==> src/rtl/sd_io_arbiter_pkg.sv <==
// Shared definitions for the SD sector-link arbiter.
// Holds the arbiter state encoding, the maximum requester count and a
// cyclic index-increment helper used for the round-robin pointer.
package sd_io_arbiter_pkg;

  localparam int NREQ_MAX = 4;
  localparam int IDX_W    = 2;

  typedef enum logic [1:0] {
    ST_IDLE    = 2'd0,
    ST_ISSUE   = 2'd1,
    ST_XFER    = 2'd2,
    ST_RELEASE = 2'd3
  } state_t;

  // Next requester index after idx, wrapping nreq-1 back to 0.
  function automatic logic [IDX_W-1:0] next_idx(input logic [IDX_W-1:0] idx,
                                                 input int nreq);
    if (int'(idx) >= nreq - 1) begin
      next_idx = {IDX_W{1'b0}};
    end else begin
      next_idx = idx + 2'd1;
    end
  endfunction

endpackage

==> src/rtl/sd_io_arbiter_rr_picker.sv <==
// Cyclic priority encoder for the round-robin arbiter.
// Ports:
//   pending : per-requester request flags
//   rr_ptr  : index with highest priority this round
//   valid   : at least one request pending
//   idx     : first pending index at or after rr_ptr (cyclic)
module sd_io_arbiter_rr_picker
  import sd_io_arbiter_pkg::*;
#(
  parameter int NREQ = 2
) (
  input  logic [NREQ-1:0]  pending,
  input  logic [IDX_W-1:0] rr_ptr,
  output logic             valid,
  output logic [IDX_W-1:0] idx
);

  // Scan from lowest to highest priority so the last hit (closest to rr_ptr) wins.
  always_comb begin
    valid = |pending;
    idx   = {IDX_W{1'b0}};
    for (int k = NREQ - 1; k >= 0; k--) begin
      if (pending[(int'(rr_ptr) + k) % NREQ]) begin
        idx = IDX_W'((int'(rr_ptr) + k) % NREQ);
      end else begin
        idx = idx;
      end
    end
  end

endmodule

==> src/rtl/sd_io_arbiter.sv <==
// Round-robin arbiter sharing one user_io SD-sector link between NREQ
// sd_card emulators. One grant covers one sector transfer; lba/rd/wr are
// registered towards user_io, ack and byte strobes are routed back to the
// granted requester only, and config bytes (io_din_strobe with io_ack low)
// are broadcast to every requester.
// Ports:
//   clk_sys, reset_n                 : clock, async active-low reset
//   req_rd/req_wr/req_lba/req_dout   : per-requester request, address, write byte
//   req_ack/req_din_strobe/
//   req_dout_strobe/req_err          : per-requester handshake back
//   io_lba/io_rd/io_wr/io_dout       : towards user_io
//   io_ack/io_din_strobe/
//   io_dout_strobe                   : from user_io
module sd_io_arbiter
  import sd_io_arbiter_pkg::*;
#(
  parameter int NREQ      = 2,
  parameter int TIMEOUT_W = 24
) (
  input  logic                clk_sys,
  input  logic                reset_n,
  input  logic [NREQ-1:0]     req_rd,
  input  logic [NREQ-1:0]     req_wr,
  input  logic [32*NREQ-1:0]  req_lba,
  input  logic [8*NREQ-1:0]   req_dout,
  output logic [NREQ-1:0]     req_ack,
  output logic [NREQ-1:0]     req_din_strobe,
  output logic [NREQ-1:0]     req_dout_strobe,
  output logic [NREQ-1:0]     req_err,
  output logic [31:0]         io_lba,
  output logic                io_rd,
  output logic                io_wr,
  input  logic                io_ack,
  input  logic                io_din_strobe,
  input  logic                io_dout_strobe,
  output logic [7:0]          io_dout
);

  localparam logic [NREQ-1:0] ONE_HOT0 = {{(NREQ-1){1'b0}}, 1'b1};

  state_t                 state_r;
  state_t                 state_s;
  logic [IDX_W-1:0]       gnt_r;
  logic [IDX_W-1:0]       rr_ptr_r;
  logic [TIMEOUT_W-1:0]   cnt_r;
  logic [TIMEOUT_W-1:0]   cnt_inc_s;
  logic                   cnt_full_s;
  logic                   pick_valid_s;
  logic [IDX_W-1:0]       pick_idx_s;
  logic [NREQ-1:0]        gnt_oh_s;
  logic                   active_s;

  sd_io_arbiter_rr_picker #(.NREQ(NREQ)) u_picker (
    .pending (req_rd | req_wr),
    .rr_ptr  (rr_ptr_r),
    .valid   (pick_valid_s),
    .idx     (pick_idx_s)
  );

  // The timeout fires on the ISSUE cycle whose increment reaches all-ones,
  // i.e. after 2**TIMEOUT_W - 1 cycles spent waiting for io_ack.
  assign cnt_inc_s  = cnt_r + {{(TIMEOUT_W-1){1'b0}}, 1'b1};
  assign cnt_full_s = &cnt_inc_s;
  assign gnt_oh_s   = ONE_HOT0 << gnt_r;
  assign active_s   = (state_r != ST_IDLE);

  // FSM state register.
  always_ff @(posedge clk_sys or negedge reset_n) begin
    if (!reset_n) begin
      state_r <= ST_IDLE;
    end else begin
      state_r <= state_s;
    end
  end

  // FSM next-state logic.
  always_comb begin
    state_s = state_r;
    case (state_r)
      ST_IDLE: begin
        if (pick_valid_s) state_s = ST_ISSUE;
        else              state_s = ST_IDLE;
      end
      ST_ISSUE: begin
        if (io_ack)          state_s = ST_XFER;
        else if (cnt_full_s) state_s = ST_IDLE;
        else                 state_s = ST_ISSUE;
      end
      ST_XFER: begin
        if (!io_ack) state_s = ST_RELEASE;
        else         state_s = ST_XFER;
      end
      ST_RELEASE: state_s = ST_IDLE;
      default:    state_s = ST_IDLE;
    endcase
  end

  // Grant, link request registers, timeout counter and round-robin pointer.
  always_ff @(posedge clk_sys or negedge reset_n) begin
    if (!reset_n) begin
      gnt_r    <= {IDX_W{1'b0}};
      rr_ptr_r <= {IDX_W{1'b0}};
      cnt_r    <= {TIMEOUT_W{1'b0}};
      io_lba   <= 32'h0000_0000;
      io_rd    <= 1'b0;
      io_wr    <= 1'b0;
      req_err  <= {NREQ{1'b0}};
    end else begin
      req_err <= {NREQ{1'b0}};
      case (state_r)
        ST_IDLE: begin
          if (pick_valid_s) begin
            gnt_r  <= pick_idx_s;
            io_lba <= req_lba[32*pick_idx_s +: 32];
            io_rd  <= req_rd[pick_idx_s];
            // A read wins over a simultaneous write; the write stays pending.
            io_wr  <= req_wr[pick_idx_s] & ~req_rd[pick_idx_s];
            cnt_r  <= {TIMEOUT_W{1'b0}};
          end
        end
        ST_ISSUE: begin
          cnt_r <= cnt_inc_s;
          if (io_ack) begin
            io_rd <= 1'b0;
            io_wr <= 1'b0;
          end else if (cnt_full_s) begin
            io_rd    <= 1'b0;
            io_wr    <= 1'b0;
            req_err  <= gnt_oh_s;
            rr_ptr_r <= next_idx(gnt_r, NREQ);
          end
        end
        ST_XFER: begin
          if (!io_ack) rr_ptr_r <= next_idx(gnt_r, NREQ);
        end
        ST_RELEASE: begin
          cnt_r <= {TIMEOUT_W{1'b0}};
        end
        default: begin
          cnt_r <= {TIMEOUT_W{1'b0}};
        end
      endcase
    end
  end

  // Routing of user_io handshakes back to the requesters.
  always_comb begin
    req_ack         = {NREQ{1'b0}};
    req_dout_strobe = {NREQ{1'b0}};
    req_din_strobe  = {NREQ{1'b0}};
    io_dout         = 8'hFF;

    if (io_ack && active_s) req_ack = gnt_oh_s;
    else                    req_ack = {NREQ{1'b0}};

    if (io_dout_strobe && (state_r == ST_XFER)) req_dout_strobe = gnt_oh_s;
    else                                         req_dout_strobe = {NREQ{1'b0}};

    // With io_ack low user_io is streaming CID/CSD/config bytes: broadcast.
    if (io_ack) begin
      if (io_din_strobe && active_s) req_din_strobe = gnt_oh_s;
      else                           req_din_strobe = {NREQ{1'b0}};
    end else begin
      if (io_din_strobe) req_din_strobe = {NREQ{1'b1}};
      else               req_din_strobe = {NREQ{1'b0}};
    end

    if ((state_r == ST_ISSUE) || (state_r == ST_XFER)) io_dout = req_dout[8*gnt_r +: 8];
    else                                               io_dout = 8'hFF;
  end

endmodule

==> config.mk <==
export PLATFORM = sky130hd
export DESIGN_NAME = sd_io_arbiter
export DESIGN_NICKNAME = d
export VERILOG_FILES = /design/src/rtl/sd_io_arbiter_pkg.sv /design/src/rtl/sd_io_arbiter_rr_picker.sv /design/src/rtl/sd_io_arbiter.sv
export SDC_FILE = /design/constraint.sdc
export NUM_CORES = 1
export LEC_CHECK = 0
export CORE_MARGIN = 2
export CORE_UTILIZATION = 30
export DETAILED_ROUTE_END_ITERATION = 10
export SLEW_MARGIN = 20
export SYNTH_ARGS = -nofsm -noshare
export SYNTH_HDL_FRONTEND = slang
export SYNTH_SLANG_ARGS = --single-unit
export TNS_END_PERCENT = 5
==> constraint.sdc <==
create_clock -name clk_sys -period 2.04 [get_ports clk_sys]
set_input_delay 0.408 -clock clk_sys [delete_from_list [all_inputs] [get_ports clk_sys]]
set_output_delay 0.408 -clock clk_sys [all_outputs]
set_load 0.01 [all_outputs]
==> flow_metrics.tcl, run 1 <==
set metrics [dict create \
    h-tree-depth 3 \
    synth_top_family_by_area "simple AND/OR/NAND/NOR gates" \
    path_cells "ha_4 -> nand4_1 -> or4_4 -> o41ai_2 -> o22ai_2 -> nor4b_2 -> nand3b_1" \
    viasPerCell 4.89 \
    yosys_warnings 0 \
    track_usage_pct 17.9 \
    synth-compound-area-share_pct 17.2 \
    syn-num-nets 517 \
    drive_above_1_share_pct 18.1 \
    critPathLaunchType "register" \
    pwr-share-seq_pct 27.0 \
    arrival_ps 2380 \
    intPower_mw 4.52 \
    fin_cells 775 \
    layout.nets 696 \
    wire_per_inst_microns 14.6 \
    cpMaxStageDelayCell "or4_4" \
    dieWidth_microns 115 \
    final_cell_mix "123 x clkdlybuf4s50_1, 85 x nand2_1, 63 x dfrtp_1, 60 x o21ai_0, 53 x buf_4" \
    syn_inst 423 \
    die-area_sq_um 13300 \
    pwr_density_cell_nw_per_um2 1170 \
    start_util_pct 30.9 \
    drtIter0Drc 140 \
    row_count 40 \
    status "finished, violations left" \
    yosysSeqAreaShare_pct 43.0 \
    synth_edf_count 0 \
    final_common_cell "clkdlybuf4s50_1" \
    slew_viol_final 0 \
    clockBufferDepth 2 \
    synthToLayoutAreaGrowth_pct 65.5 \
    antenna_found_initial 0 \
    fmax_ghz 0.471 \
    cts_root_buf "clkbuf_16" \
    fin_ws_ps -83.6 \
    final.min_clock_period_ps 2120 \
    globalRoute.totalOverflow 0 \
    synthSimpleGateAreaFrac_pct 21.7 \
    firstDrtPassIters 4 \
    violations "setup timing" \
    grt_setup_unrepaired "yes" \
    slew_headroom_pct 70.8 \
    p_switching_mw 2.70 \
    async_flop_share_pct 100 \
    hold_class "reg2reg" \
    p_sw_share_pct 37.3 \
    yosys_register_bits 64 \
    hpwl_mm 8.70 \
    endpoint_kind "register" \
    maxCapViolations 0 \
    cts_tree "done" \
    synth.area.mux_share_pct 11.0 \
    crit_fanout 3 \
    grt_pass1_wl_mm 18.9 \
    grt_pass1_vias 3882 \
    critPathRequiredTime_ps 2300 \
    cts-buffers-inserted 9 \
    ios 139 \
    diodes 0 \
    comb_power_share_pct 50.7 \
    ys_types 50 \
    port_buffers 138 \
    hold_viol 0 \
    power_frac_clock_pct 22.3 \
    grt_start_max_net_pins 65 \
    place_ws_ps -243 \
    worstMarginPinSlew_ps 433 \
    fin_skew_ps 7.16 \
    leakagePower_nw 2.69 \
    ant_nets 0 \
    vias 3786 \
    ir_drop_mv 0.543 \
    setup_viol 6 \
    clk_latency_ps 330 \
    synthFlopType "dfrtp_1" \
    gp_congestion 0.832 \
    cts_sinks 64 \
    path_class "reg2reg" \
    synth-xor-area-share_pct 0.941 \
    syn_avg_cell_area_sq_um 8.80 \
    dp_cells 757 \
    synthAdderAreaFrac_pct 1.68 \
    fp.dieH_microns 115 \
    critPathMaxStageDelay_ps 460 \
    core_sq_um 12100 \
    syn_area_sq_um 3720 \
    fin_crit_sh_pct 104 \
    wirelength_mm 11.3 \
    drc 0 \
    clk_pin_slew_ps 60 \
]
==> routing by layer <==
layer	up-vias	wire length (microns)	GRT usage [%]
li1	1874	-	-
met4	0	186	5.62
met5	-	0	0
met1	1774	4880	22.9
met2	122	5380	28.9
met3	16	893	5.70
==> sequential cells by signal, indices dropped and copies added (netlist names), named ones only <==
| name | count |
|---|---|
| rr_ptr_r | 1 |
| gnt_r | 1 |
| io_lba | 32 |
| cnt_r | 24 |
| io_rd | 1 |
| state_r | 1 |
| io_wr | 1 |
| req_err | 2 |
==> layout make-up <==
cell class / count / area (sq um)
Multi-Input combinational cell: 318 / 2110
Inverter: 9 / 33.8
Clock buffer: 10 / 239
Fill cell: 1122 / 5900
Timing Repair Buffer: 200 / 1900
Sequential cell: 64 / 1600
Clock inverter: 6 / 73.8
Tap cell: 168 / 210
==> kinds of logic after synthesis <==
logic type,after synthesis
and+or+nand+nor,162
AOI/OAI and AO/OA,106
DFF,64
buffers and inverters,41
muxes,41
adders and majority gates,5
xor gates and xnor gates,4
==> power by group through the flow <==
stage	clock, mW	sequential (mW)	combinational (mW)
finish	1.61	1.95	3.66
global route	1.70	2.01	4.06
CTS	1.64	1.95	3.70
detailed placement	0	1.95	3.70
global placement	0	1.94	3.65
floorplan	0	2.06	1.60
==> synthesized netlist by cell type (5+ instances only) <==
library cell  count  area share, %
nand2_1          85            8.6
dfrtp_1          64             43
o21ai_0          60            8.1
mux2i_1          41             11
nor2_1           19            1.9
clkbuf_1         18            1.8
o31ai_1          15            3.0
nand3_1          12            1.6
nand4_1          12            2.0
inv_1             9           0.91
buf_2             7           0.94
a21oi_1           6           0.81
a31oi_1           5           0.84
and3_1            5           0.84
ha_1              5            1.7
==> worst max-delay path: cells and delay by family (launching register included) <==
kind                     cells  cell delay [ps]
AO/OA/AOI/OAI                2              520
flip-flops                   1              390
adder cells (fa/ha/maj)      1              160
AND/OR/NAND/NOR              4              990
==> stage by stage <==
step | hold WS [ps] | power, mW | utilization [%] | instance area, sq um | setup TNS (ps)
3_5_place_dp | 346 | 5.65 | 47.3 | 5710 | -3820
6_report | 473 | 7.22 | 51.1 | 6160 | -263
4_1_cts | 482 | 7.28 | 50.3 | 6070 | -278
2_1_floorplan | 112 | 3.66 | - | 3750 | -2660
3_3_place_gp | 343 | 5.60 | 47.3 | 5710 | -2290
5_1_grt | 505 | 7.78 | 51.1 | 6160 | -1180
==> path summary, 6_finish.rpt <==
path                                             start                      end  slack [ps]  depth (start not counted)
worst max register to register    cnt_r[1]$_DFFE_PN0P_  rr_ptr_r[0]$_DFFE_PN0P_         -80                          7
max in group asynchronous                      reset_n    cnt_r[21]$_DFFE_PN0P_         910                          3
min in group asynchronous                      reset_n     cnt_r[3]$_DFFE_PN0P_         530                          2
worst max-delay path              cnt_r[1]$_DFFE_PN0P_  rr_ptr_r[0]$_DFFE_PN0P_         -80                          7
worst min register to register  io_lba[14]$_DFFE_PN0P_   io_lba[14]$_DFFE_PN0P_         470                          2
worst min-delay path            io_lba[14]$_DFFE_PN0P_   io_lba[14]$_DFFE_PN0P_         470                          2
==> timing repair <==
action / 4_1_cts / 5_1_grt
setup buffers: 0 / 1
setup endpoints to repair: 24 / 17
endpoints found under the hold margin: 13 / 0
resized for setup: 26 / 19
pin swaps: 2 / 9
hold buffers: 1 / 0
(Power assumes the default switching activity.)
==> run 2, diff against run 1 <==
--- a/config.mk
+++ b/config.mk
@@ -8,6 +8,7 @@
 export CORE_MARGIN = 2
 export CORE_UTILIZATION = 30
 export DETAILED_ROUTE_END_ITERATION = 10
+export SKIP_LAST_GASP = 1
 export SLEW_MARGIN = 20
 export SYNTH_ARGS = -nofsm -noshare
 export SYNTH_HDL_FRONTEND = slang
==> flow_metrics.tcl, run 2 (synthesized netlist as in run 1, its figures left out) <==
set metrics [dict create \
    viasPerCell 4.86 \
    leakagePower_nw 2.63 \
    hold_path.startpoint "io_lba[14]$_DFFE_PN0P_" \
    drive_above_1_share_pct 15.3 \
    antenna_found_initial 0 \
    pwr_density_cell_nw_per_um2 1200 \
    fin_crit_sh_pct 111 \
    row_count 40 \
    diodes 0 \
    endpoint_kind "output port" \
    layout.nets 695 \
    h-tree-depth 3 \
    ir_drop_mv 0.541 \
    top_usage_layer "met2" \
    grt_pass1_wl_mm 18.8 \
    final_common_cell "clkdlybuf4s50_1" \
    fin_cells 774 \
    port_buffers 138 \
    firstDrtPassIters 4 \
    grt_util_met1_pct 22.9 \
    top_register "io_lba" \
    globalRoute.totalOverflow 0 \
    setup_viol 22 \
    fp.dieH_microns 115 \
    wire_per_inst_microns 14.5 \
    maxCapViolations 0 \
    final.min_clock_period_ps 2260 \
    fin_util_pct 50.2 \
    nFillCells 1131 \
    drtIter0Drc 127 \
    dp_cells 757 \
    clk_latency_ps 330 \
    dieWidth_microns 115 \
    ant_nets 0 \
    clockBufferDepth 2 \
    hold_class "reg2reg" \
    vias 3761 \
    core_sq_um 12100 \
    fin_skew_ps 6.06 \
    cts-buffers-inserted 9 \
    die-area_sq_um 13300 \
    largest_reg_flops 32 \
    grt_pass1_vias 3828 \
    final_cell_mix "135 x clkdlybuf4s50_1, 85 x nand2_1, 64 x dfrtp_1, 60 x o21ai_0, 56 x buf_4" \
    clk_pin_slew_ps 60 \
    cts_sinks 64 \
    drc 0 \
    start_util_pct 30.9 \
    ios 139 \
    place_ws_ps -243 \
    fin_ws_ps -222 \
    cts_tree "done" \
    grt_setup_unrepaired "yes" \
    synthToLayoutAreaGrowth_pct 62.5 \
    r2r-start "cnt_r[14]$_DFFE_PN0P_" \
    track_usage_pct 17.7 \
    hold_viol 0 \
    worstMarginPinSlew_ps 436 \
    grt.met3_usage_pct 5.70 \
    slew_headroom_pct 70.6 \
    status "finished, violations left" \
    wirelength_mm 11.2 \
    startpoint "state_r[0]$_DFF_PN0_" \
    reg_top3 "io_lba: 32 flops, cnt_r: 24 flops, req_err: 2 flops" \
    cts_root_buf "clkbuf_16" \
    crit_fanout 3 \
    use_met2_pct 28.3 \
    critPathLaunchType "register" \
    gp_congestion 0.832 \
    postCtsSetupRepairBufs 0 \
    violations "setup timing" \
    fmax_ghz 0.442 \
    critPathRequiredTime_ps 1630 \
    arrival_ps 1850 \
    path_class "reg2out" \
    hpwl_mm 8.70 \
    slew_viol_final 0 \
    grt_start_max_net_pins 65 \
]
==> run 2: layer usage <==
layer  wire length (microns)  vias up
li1                        -     1875
met2                    5260      125
met1                    4960     1748
met5                       0        -
met4                     157        0
met3                     861       13
==> run 2: timing repair <==
item | in CTS | in global routing
resized for setup | 6 | 1
cloned | 0 | 0
setup endpoints to repair | 24 | 26
hold endpoints to repair | 13 | 0
hold buffers | 1 | 0
==> run 2: worst max-delay path: stages, from the launching register on <==
cell	delay (ps)
dfrtp_1	370
inv_1	110
ha_4	170
inv_2	60
and3_1	180
o21a_1	170
clkdlybuf4s50_1	470
==> run 2: area by class of cell <==
type | count | area, sq um | share of cell area [%]
well taps | 168 | 210 | 3.47
clock buffers | 10 | 239 | 3.95
inverters | 9 | 33.8 | 0.558
clock inverters | 6 | 73.8 | 1.22
repair buffers | 199 | 1890 | 31.2
flip-flops and latches | 64 | 1600 | 26.5
multi-input cells | 318 | 2010 | 33.1
==> run 2: final timing paths <==
path / to / slack [ps] / cells past startpoint
max reg2reg: io_wr$_DFFE_PN0P_ / -170 / 7
min in group asynchronous: cnt_r[3]$_DFFE_PN0P_ / 530 / 2
max in group asynchronous: cnt_r[21]$_DFFE_PN0P_ / 910 / 3
max: req_din_strobe[1] / -220 / 6
min: io_lba[14]$_DFFE_PN0P_ / 470 / 2
min reg2reg: io_lba[14]$_DFFE_PN0P_ / 470 / 2
==> run 2: metrics by stage <==
step,hold WS [ps],setup TNS [ps],area (sq um),power [mW]
floorplan,112,-2660,3750,3.66
global placement,343,-2290,5710,5.60
detailed placement,346,-3820,5710,5.65
CTS,482,-3110,6050,7.34
global route,505,-5240,6050,7.82
finish,472,-2570,6050,7.27
==> run 2: power by group <==
part	internal [mW]	switching, mW	leakage, nW	total, mW
clock network	0.996	0.611	0.154	1.61
registers	1.67	0.262	0.826	1.94
logic	1.92	1.81	1.65	3.72
